## src/rtl/pc_fetch_unit.sv

```systemverilog
// pc_fetch_unit
//   Program counter, hardware return stack and instruction register for the
//   PIC16F core. Drives the program-memory address from the PC register,
//   captures the returned word into the instruction register, and loads a
//   NOP on flush so that a branch costs one extra instruction period.
//
// Ports
//   clk               core clock
//   rst               asynchronous reset, active low
//   pc_incr_en        PC <= PC + 1
//   pc_j_en           PC <= {pclath[4:3], IR[10:0]}            (goto)
//   pc_j_and_push_en  push PC, then jump as pc_j_en            (call)
//   pc_j_by_pop_en    PC <= popped stack entry                 (return)
//   instr_rd_en       IR <= prog_data
//   instr_flush       IR <= NOP, wins over instr_rd_en
//   pcl_wr_en         PC <= {pclath, pcl_wr_data}              (computed goto)
//   pcl_wr_data       byte written to PCL
//   pclath            PCLATH register contents
//   prog_data         program-memory word at prog_addr (combinational read)
//   prog_addr         current PC
//   instr_current     instruction register, feeds the decoder
//   pcl_rd            PC[7:0] for file-register reads of PCL
//   stack_ptr         stack pointer (next free slot), debug only
module pc_fetch_unit #(
    parameter int STACK_DEPTH = 8,
    parameter int PC_W        = 13
) (
    input  logic            clk,
    input  logic            rst,
    input  logic            pc_incr_en,
    input  logic            pc_j_en,
    input  logic            pc_j_and_push_en,
    input  logic            pc_j_by_pop_en,
    input  logic            instr_rd_en,
    input  logic            instr_flush,
    input  logic            pcl_wr_en,
    input  logic [7:0]      pcl_wr_data,
    input  logic [4:0]      pclath,
    input  logic [13:0]     prog_data,
    output logic [PC_W-1:0] prog_addr,
    output logic [13:0]     instr_current,
    output logic [7:0]      pcl_rd,
    output logic [2:0]      stack_ptr
);

    localparam int          SP_W = $clog2(STACK_DEPTH);
    localparam logic [13:0] NOP  = 14'h0000;

    logic [PC_W-1:0] pc_q, pc_d;
    logic [13:0]     ir_q, ir_d;
    logic [SP_W-1:0] sp_q, sp_d;
    logic [SP_W-1:0] sp_dec;
    logic [PC_W-1:0] stack_q [STACK_DEPTH];
    logic [PC_W-1:0] jump_target;
    logic            push_en;

    // Goto/call target is formed from the IR value held before the edge, so
    // a flush on the same edge does not disturb it.
    assign jump_target = PC_W'({pclath[4:3], ir_q[10:0]});

    // Pointer arithmetic is modulo STACK_DEPTH: underflow and overflow wrap
    // silently, and an overflowing push overwrites the oldest entry.
    assign sp_dec = sp_q - SP_W'(1);

    always_comb begin
        pc_d    = pc_q;
        sp_d    = sp_q;
        push_en = 1'b0;
        if (pc_j_by_pop_en) begin
            sp_d = sp_dec;
            pc_d = stack_q[sp_dec];
        end else if (pc_j_and_push_en) begin
            push_en = 1'b1;
            sp_d    = sp_q + SP_W'(1);
            pc_d    = jump_target;
        end else if (pc_j_en) begin
            pc_d = jump_target;
        end else if (pcl_wr_en) begin
            pc_d = PC_W'({pclath, pcl_wr_data});
        end else if (pc_incr_en) begin
            pc_d = pc_q + PC_W'(1);
        end
    end

    always_comb begin
        ir_d = ir_q;
        if (instr_flush) begin
            ir_d = NOP;
        end else if (instr_rd_en) begin
            ir_d = prog_data;
        end
    end

    always_ff @(posedge clk or negedge rst) begin
        if (!rst) begin
            pc_q <= '0;
            ir_q <= NOP;
            sp_q <= '0;
        end else begin
            pc_q <= pc_d;
            ir_q <= ir_d;
            sp_q <= sp_d;
        end
    end

    // Stack storage has no reset; its contents are meaningless after reset.
    // The write is gated by rst so a push pending when reset hits is dropped.
    // At push time PC already holds the incremented return address.
    always_ff @(posedge clk) begin
        if (rst && push_en) begin
            stack_q[sp_q] <= pc_q;
        end
    end

    assign prog_addr     = pc_q;
    assign instr_current = ir_q;
    assign pcl_rd        = pc_q[7:0];
    assign stack_ptr     = 3'(sp_q);

endmodule

```

## config.mk

```make
export PLATFORM = sky130hd
export DESIGN_NAME = pc_fetch_unit
export DESIGN_NICKNAME = d
export VERILOG_FILES = /design/src/rtl/pc_fetch_unit.sv
export SDC_FILE = /design/constraint.sdc
export NUM_CORES = 1
export LEC_CHECK = 0
export CORE_AREA = 2 2 144 76
export DETAILED_ROUTE_END_ITERATION = 8
export DIE_AREA = 0 0 146 78
export GPL_ROUTABILITY_DRIVEN = 0
export PLACE_DENSITY_LB_ADDON = 0.15
export SLEW_MARGIN = 20
export SYNTH_ARGS = -nofsm -noshare
export SYNTH_HDL_FRONTEND = slang
export SYNTH_SLANG_ARGS = --single-unit
```

## constraint.sdc

```tcl
create_clock -name clk -period 4.3 [get_ports clk]
set_input_delay 0.86 -clock clk [delete_from_list [all_inputs] [get_ports clk]]
set_output_delay 0.86 -clock clk [all_outputs]
set_load 0.02 [all_outputs]
```

==> metrics.md, run 1 <==
| Metric | Value |
|---|---|
| WL per Instance | 22.8 um |
| CTS tree | done |
| ANT nets after route | 0 |
| Starting Density | 58.0% |
| Max-cap viol count | 0 |
| Max Slew Vio Count | 0 |
| Total grt overflow | 0 |
| Critical path endpoint category | register |
| Yosys warns | 0 |
| Normalized max-slew margin | 35.7% |
| Largest net degree at the start of global routing | 31 |
| Post-CTS Setup Inserts | 0 |
| Synth Instances | 369 |
| Commonest non-fill, non-tap cells in the layout | edfxtp_1, clkdlybuf4s50_1, dfrtp_1 |
| I/O pins | 74 |
| Worst endpoint required time | 4.60 ns |
| Via density | 6.20 |
| Post-cts gate resize count | 0 |
| Clock Path Buffers | 2 |
| CP max stage delay | 0.89 ns |
| Setup crit start kind | register |
| Via count | 3,747 |
| First-pass GRT wire length | 21.3 mm |
| Die Y | 78 um |
| ANT cells | 0 |
| Hold bufs inserted after CTS | 0 |
| Slowest-stage cell, CP | ha_1 |
| Pwr dens | 707 mW/mm^2 |
| Setup TNS | 0 ns |
| EDFF count, synth | 104 |
| Share of layout cells above drive strength 1 | 17.7% |
| Die area | 0.0114 mm^2 |
| Synthesized area | 0.00581 mm^2 |
| Hold_ws | 0.538 ns |
| TritonCTS Buffers | 17 |
| Clk sink count | 134 |
| Syn Area/Cell | 15.8 um^2 |
| Total power | 5160 uW |
| Number of global-route vias before repair | 3,729 |
| Gr usage total | 26.1% |
| Unrepaired setup endpoints after global routing | false |
| Worst-path clk slew | 0.06 ns |
| Syn nets | 408 |
| Slew @ Worst Pin | 0.964 ns |
| Die W | 146 um |
| Post-synth cell types | 50 |
| Post-layout util | 72.8% |
| Seq/Total Area, Yosys | 66.7% |
| Root Driver | clkbuf_16 |
| Initial antenna violation count | 0 |
| Final setup fails | 0 |
| Worst vdd ir | 0.338 mV |
| Final hold violation count | 0 |
| Most common cell after layout, fill and taps aside | edfxtp_1 |
| CP arrival | 3.14 ns |
| Depth of the CTS H-tree | 4 |
| Fmax | 352 MHz |
| Seq cells post-synth | 134 |
| Total routed wirelength | 13.8 mm |
| Kind of critical path | register to register |
| CP max FO | 20 |
| First DRT Iteration DRCs | 394 |
| Drt pass-1 iters | 5 |
| Tcrit/Tclk final | 66.1% |
| Worst-skew pair later-pin latency | 0.42 ns |
| HPWL Detailed | 9.07 mm |
| Tmin final | 2.84 ns |
| Primary FF master, synth | edfxtp_1 |
| Port bufs | 73 |
| Worst-path cell chain | inv_1 > ha_1 > mux4_1 > mux2i_1 > a22o_1 > a21oi_1 > a2bb2oi_1 |
| Clk_skew | 0.00954 ns |
| Floorplan row count | 26 |
| Outcome | complete, no violations |
| Residual DRC | 0 |
| Core Area | 0.0100 mm^2 |
| Hold crit path type | register to register |
| Fillers | 658 |
| Synth-to-layout area growth | 25.6% |
| Leakage | 0.00262 uW |
| Async set-reset flop share out of synthesis | 22.4% |
| Fin nets | 490 |
per-layer routing:
| metal | up-vias | global-route usage (%) | wire [um] |
|---|---|---|---|
| li1 | 1609 | - | - |
| met1 | 1879 | 37.6 | 5950 |
| met2 | 236 | 38.2 | 6170 |
| met3 | 23 | 8.24 | 1440 |
| met4 | 0 | 8.64 | 195 |
| met5 | - | 0 | 0 |
state kept, by name, summed over array words and instances, names as in the netlist:
| signal | cells |
|---|---|
| instr_current | 14 |
| prog_addr | 13 |
| stack_ptr | 3 |
| stack_q | 104 |
final timing paths:
path,startpoint,to,slack (ns),cells after the start
setup / recovery,stack_ptr[1],prog_addr[12],1.46,7
hold / removal,instr_current[13],instr_current[13],0.54,2
setup reg to reg,stack_ptr[1],prog_addr[12],1.46,7
hold reg to reg,instr_current[13],instr_current[13],0.54,2
max in group asynchronous,rst,stack_ptr[0],2.98,2
min in group asynchronous,rst,stack_ptr[2],0.66,1
kinds of logic after synthesis:
group | after synthesis | share of synthesized area (%)
flops | 134 | 66.7
simple gates | 84 | 6.93
compound gates | 60 | 6.82
mux | 54 | 15.2
buf+inv | 29 | 2.91
xor+xnor | 5 | 0.883
fa+ha+maj | 3 | 0.646
metrics by stage:
| step | setup slack (ns) | instances | cell area, um^2 |
|---|---|---|---|
| 2_1_floorplan | 1.71 | 369 | 5810 |
| 3_3_place_gp | 1.26 | 572 | 6690 |
| 3_5_place_dp | 1.16 | 572 | 6690 |
| 4_1_cts | 1.44 | 604 | 7300 |
| 5_1_grt | 1.32 | 604 | 7300 |
| 6_report | 1.46 | 604 | 7300 |
worst max-delay path: cells and delay by family (launching register included):
kind	cells	cell delay [ns]
DFF	1	0.50
AOI/OAI and AO/OA	3	0.48
buffers and inverters	1	0.11
adders and majority gates	1	0.89
muxes	2	0.74
layout make-up:
cell class	instances	area, um^2	share of cell area [%]
Inverter	4	15.0	0.206
Tap cell	140	175	2.40
Clock inverter	15	184	2.52
Multi-Input combinational cell	206	1780	24.4
Clock buffer	17	425	5.83
Timing Repair Buffer	88	843	11.6
Sequential cell	134	3870	53.1
cell usage after synthesis, types with 2 or more instances:
cell type	number	area share, %
a211oi_1	2	0.26
a21o_1	2	0.26
a21oi_1	12	1.0
a22o_1	2	0.30
a22oi_1	2	0.26
a2bb2oi_1	2	0.30
a31oi_1	4	0.43
and3_1	6	0.65
buf_2	9	0.77
buf_4	9	1.2
buf_6	2	0.39
clkbuf_1	4	0.26
dfrtp_1	30	13
edfxtp_1	104	54
ha_1	3	0.65
inv_1	3	0.19
mux2_2	3	0.58
mux2i_1	25	4.3
mux4_1	3	1.4
mux4_2	23	8.9
nand2_1	23	1.5
nand2b_1	3	0.32
nand3_1	8	0.69
nor2_1	27	1.7
nor3_1	6	0.52
o211ai_1	5	0.65
o21ai_0	15	1.3
o221a_2	2	0.39
o22ai_1	2	0.22
o2bb2ai_1	3	0.45
or3_1	3	0.32
xnor2_1	4	0.60
power by group:
| part | leakage, uW | internal, uW | switching (uW) |
|---|---|---|---|
| sequential | 0.00132 | 1670 | 263 |
| combinational | 0.00101 | 812 | 931 |
| clock | 0.000292 | 878 | 604 |
| total | 0.00262 | 3360 | 1800 |
Power figures use the tool's default switching activity.
==> run 2, diff against run 1 <==
--- a/config.mk
+++ b/config.mk
@@ -5,9 +5,9 @@
 export SDC_FILE = /design/constraint.sdc
 export NUM_CORES = 1
 export LEC_CHECK = 0
-export CORE_AREA = 2 2 144 76
+export CORE_AREA = 2 2 156 82
 export DETAILED_ROUTE_END_ITERATION = 8
-export DIE_AREA = 0 0 146 78
+export DIE_AREA = 0 0 158 84
 export GPL_ROUTABILITY_DRIVEN = 0
 export PLACE_DENSITY_LB_ADDON = 0.15
 export SLEW_MARGIN = 20
==> constraint.sdc (replaced) <==
create_clock -name clk -period 2.5 [get_ports clk]
set_input_delay 0.5 -clock clk [delete_from_list [all_inputs] [get_ports clk]]
set_output_delay 0.5 -clock clk [all_outputs]
set_load 0.02 [all_outputs]
==> run 2 against run 1 <==
Net effect:
- worst setup slack got worse by 1.3 ns
- power rose by 74%
- count of clock-buffer cells in the layout up 1
- non-clock buffer count is 13 higher
- design area increased by 3.4%
- hold slack got worse by 0.0036 ns
- first-iteration DRC count is 4.8% higher
- global-route usage is 0.98 points lower
- utilization is 11 points lower
- clock skew up 0.013 ns
- sequential power up 73%
- critical endpoint is now prog_addr[7]
- largest power group unchanged
==> metrics.md, run 2 (same netlist as run 1, synthesis figures left out) <==
| Metric | Value |
|---|---|
| Outcome | complete, no violations |
| CTS tree | done |
| Starting Density | 48.0% |
| Met1 Usage GRT | 43.5% |
| CP arrival | 1.84 ns |
| Normalized max-slew margin | 59.9% |
| Clock Path Buffers | 2 |
| TritonCTS Buffers | 17 |
| Critical path endpoint category | output pin |
| Fmax | 427 MHz |
| Commonest non-fill, non-tap cells in the layout | edfxtp_1, clkdlybuf4s50_1, dfrtp_1 |
| Die Y | 84 um |
| Reg with most FFs | stack_q |
| WHS Endpoint | instr_current[12] |
| Initial antenna violation count | 1 |
| Most common cell after layout, fill and taps aside | edfxtp_1 |
| Fin nets | 503 |
| Final hold violation count | 0 |
| Drt pass-1 iters | 5 |
| Clk_skew | 0.0229 ns |
| Global route hottest layer | met1 |
| Max FFs per register | 104 |
| Levels on crit path | 1 |
| Via density | 5.78 |
| HPWL Detailed | 10.7 mm |
| Final setup fails | 0 |
| Max Slew Vio Count | 0 |
| Pwr dens | 1190 mW/mm^2 |
| Via count | 3,741 |
| CP max FO | 14 |
| R2r startpoint | stack_ptr[0] |
| Slew @ Worst Pin | 0.600 ns |
| FF-to-FF End | prog_addr[6] |
| Die area | 0.0133 mm^2 |
| Post-CTS Setup Inserts | 0 |
| Worst-path clk slew | 0.06 ns |
| Hold crit path type | register to register |
| GR Util met3 | 7.32% |
| Worst-path cell chain | clkdlybuf4s50_1 |
| Met2 Usage GRT | 30.2% |
| Worst reg2reg path depth | 8 |
| Share of layout cells above drive strength 1 | 19.9% |
| Hold bufs inserted after CTS | 0 |
| Worst Path Buf+Inv | 1 |
| Worst endpoint required time | 2.00 ns |
| I/O pins | 74 |
| First DRT Iteration DRCs | 413 |
| Post-cts gate resize count | 0 |
| Depth of the CTS H-tree | 4 |
| Synth-to-layout area growth | 29.8% |
| Worst vdd ir | 1.18 mV |
| Kind of critical path | register to output pin |
| Total grt overflow | 0 |
| Clk sink count | 134 |
| Setup slack, reg-to-reg | 0.38 ns |
| Port bufs | 73 |
| Core Area | 0.0121 mm^2 |
| Gr usage total | 25.1% |
| First-pass GRT wire length | 23.2 mm |
| Unrepaired setup endpoints after global routing | false |
| Die W | 158 um |
| Floorplan row count | 29 |
| Largest net degree at the start of global routing | 31 |
| Tmin final | 2.34 ns |
| Slowest-stage cell, CP | clkdlybuf4s50_1 |
| Tcrit/Tclk final | 93.8% |
| Fillers | 944 |
| Hold_sp | instr_current[12] |
| Hold_ws | 0.535 ns |
| Setup crit start kind | register |
| Worst-skew pair later-pin latency | 0.42 ns |
| CP max stage delay | 0.72 ns |
| Root Driver | clkbuf_16 |
| WL per Instance | 23.8 um |
| Residual DRC | 0 |
| ANT cells | 0 |
| Max-cap viol count | 0 |
| Total routed wirelength | 15.4 mm |
| Leakage | 0.00272 uW |
| Total power | 8960 uW |
| Setup TNS | 0 ns |
| Min-Delay Path Depth | 2 |
| Number of global-route vias before repair | 3,663 |
| CP delay by family, top | buffers and inverters |
| ANT nets after route | 0 |
==> run 2: cell types whose count changed in the layout (fill, tap and decap cells not counted), sizes merged <==
cell,previous run,this run
clkinv,4,3
bufinv,2,0
clkbuf,17,18
buf,15,28
inv,11,14
clkinvlp,2,1
==> run 2: worst max-delay path by stage <==
stage | from | endpoint | slack, ns
after global placement | pc_j_and_push_en | stack_q[3][0] | 0.12
after global routing | prog_addr[7] | pcl_rd[7] | 0.06
after CTS | prog_addr[7] | prog_addr[7] | 0.12
after floorplan | stack_ptr[0] | prog_addr[2] | 0.07
after detailed placement | pc_j_and_push_en | stack_q[5][0] | 0.06
final | prog_addr[7] | prog_addr[7] | 0.16
==> run 2: area by class of cell <==
class	instances	area (um^2)	share of cell area, %
timing repair buffer	101	1080	14.3
multi-input combinational	206	1780	23.6
inverter	4	15.0	0.199
sequential	134	3870	51.4
clock inverter	14	131	1.74
clock buffer	18	450	5.97
tap	170	213	2.82
==> run 2: metrics by stage <==
stage / worst slack, ns / cell area (um^2) / util, % / std cells
after CTS: 0.119 / 7540 / 62.2 / 647
after global routing: 0.0612 / 7540 / 62.2 / 647
after floorplan: 0.0724 / 5810 / - / 369
after detailed placement: 0.0578 / 6960 / 57.4 / 615
final: 0.156 / 7540 / 62.2 / 647
after global placement: 0.122 / 6960 / 57.4 / 615
==> run 2: power breakdown <==
group          internal, uW  switching [uW]  total (uW)
Clock                  1380            1060        2430
Sequential             2870             459        3330
Combinational          1540            1650        3200
Total                  5790            3170        8960
==> run 2: metal layers <==
layer | share of wire [%] | vias up
met5 | 0.058 | -
met3 | 8.8 | 12
li1 | - | 1642
met4 | 0.38 | 2
met1 | 51 | 1909
met2 | 39 | 176
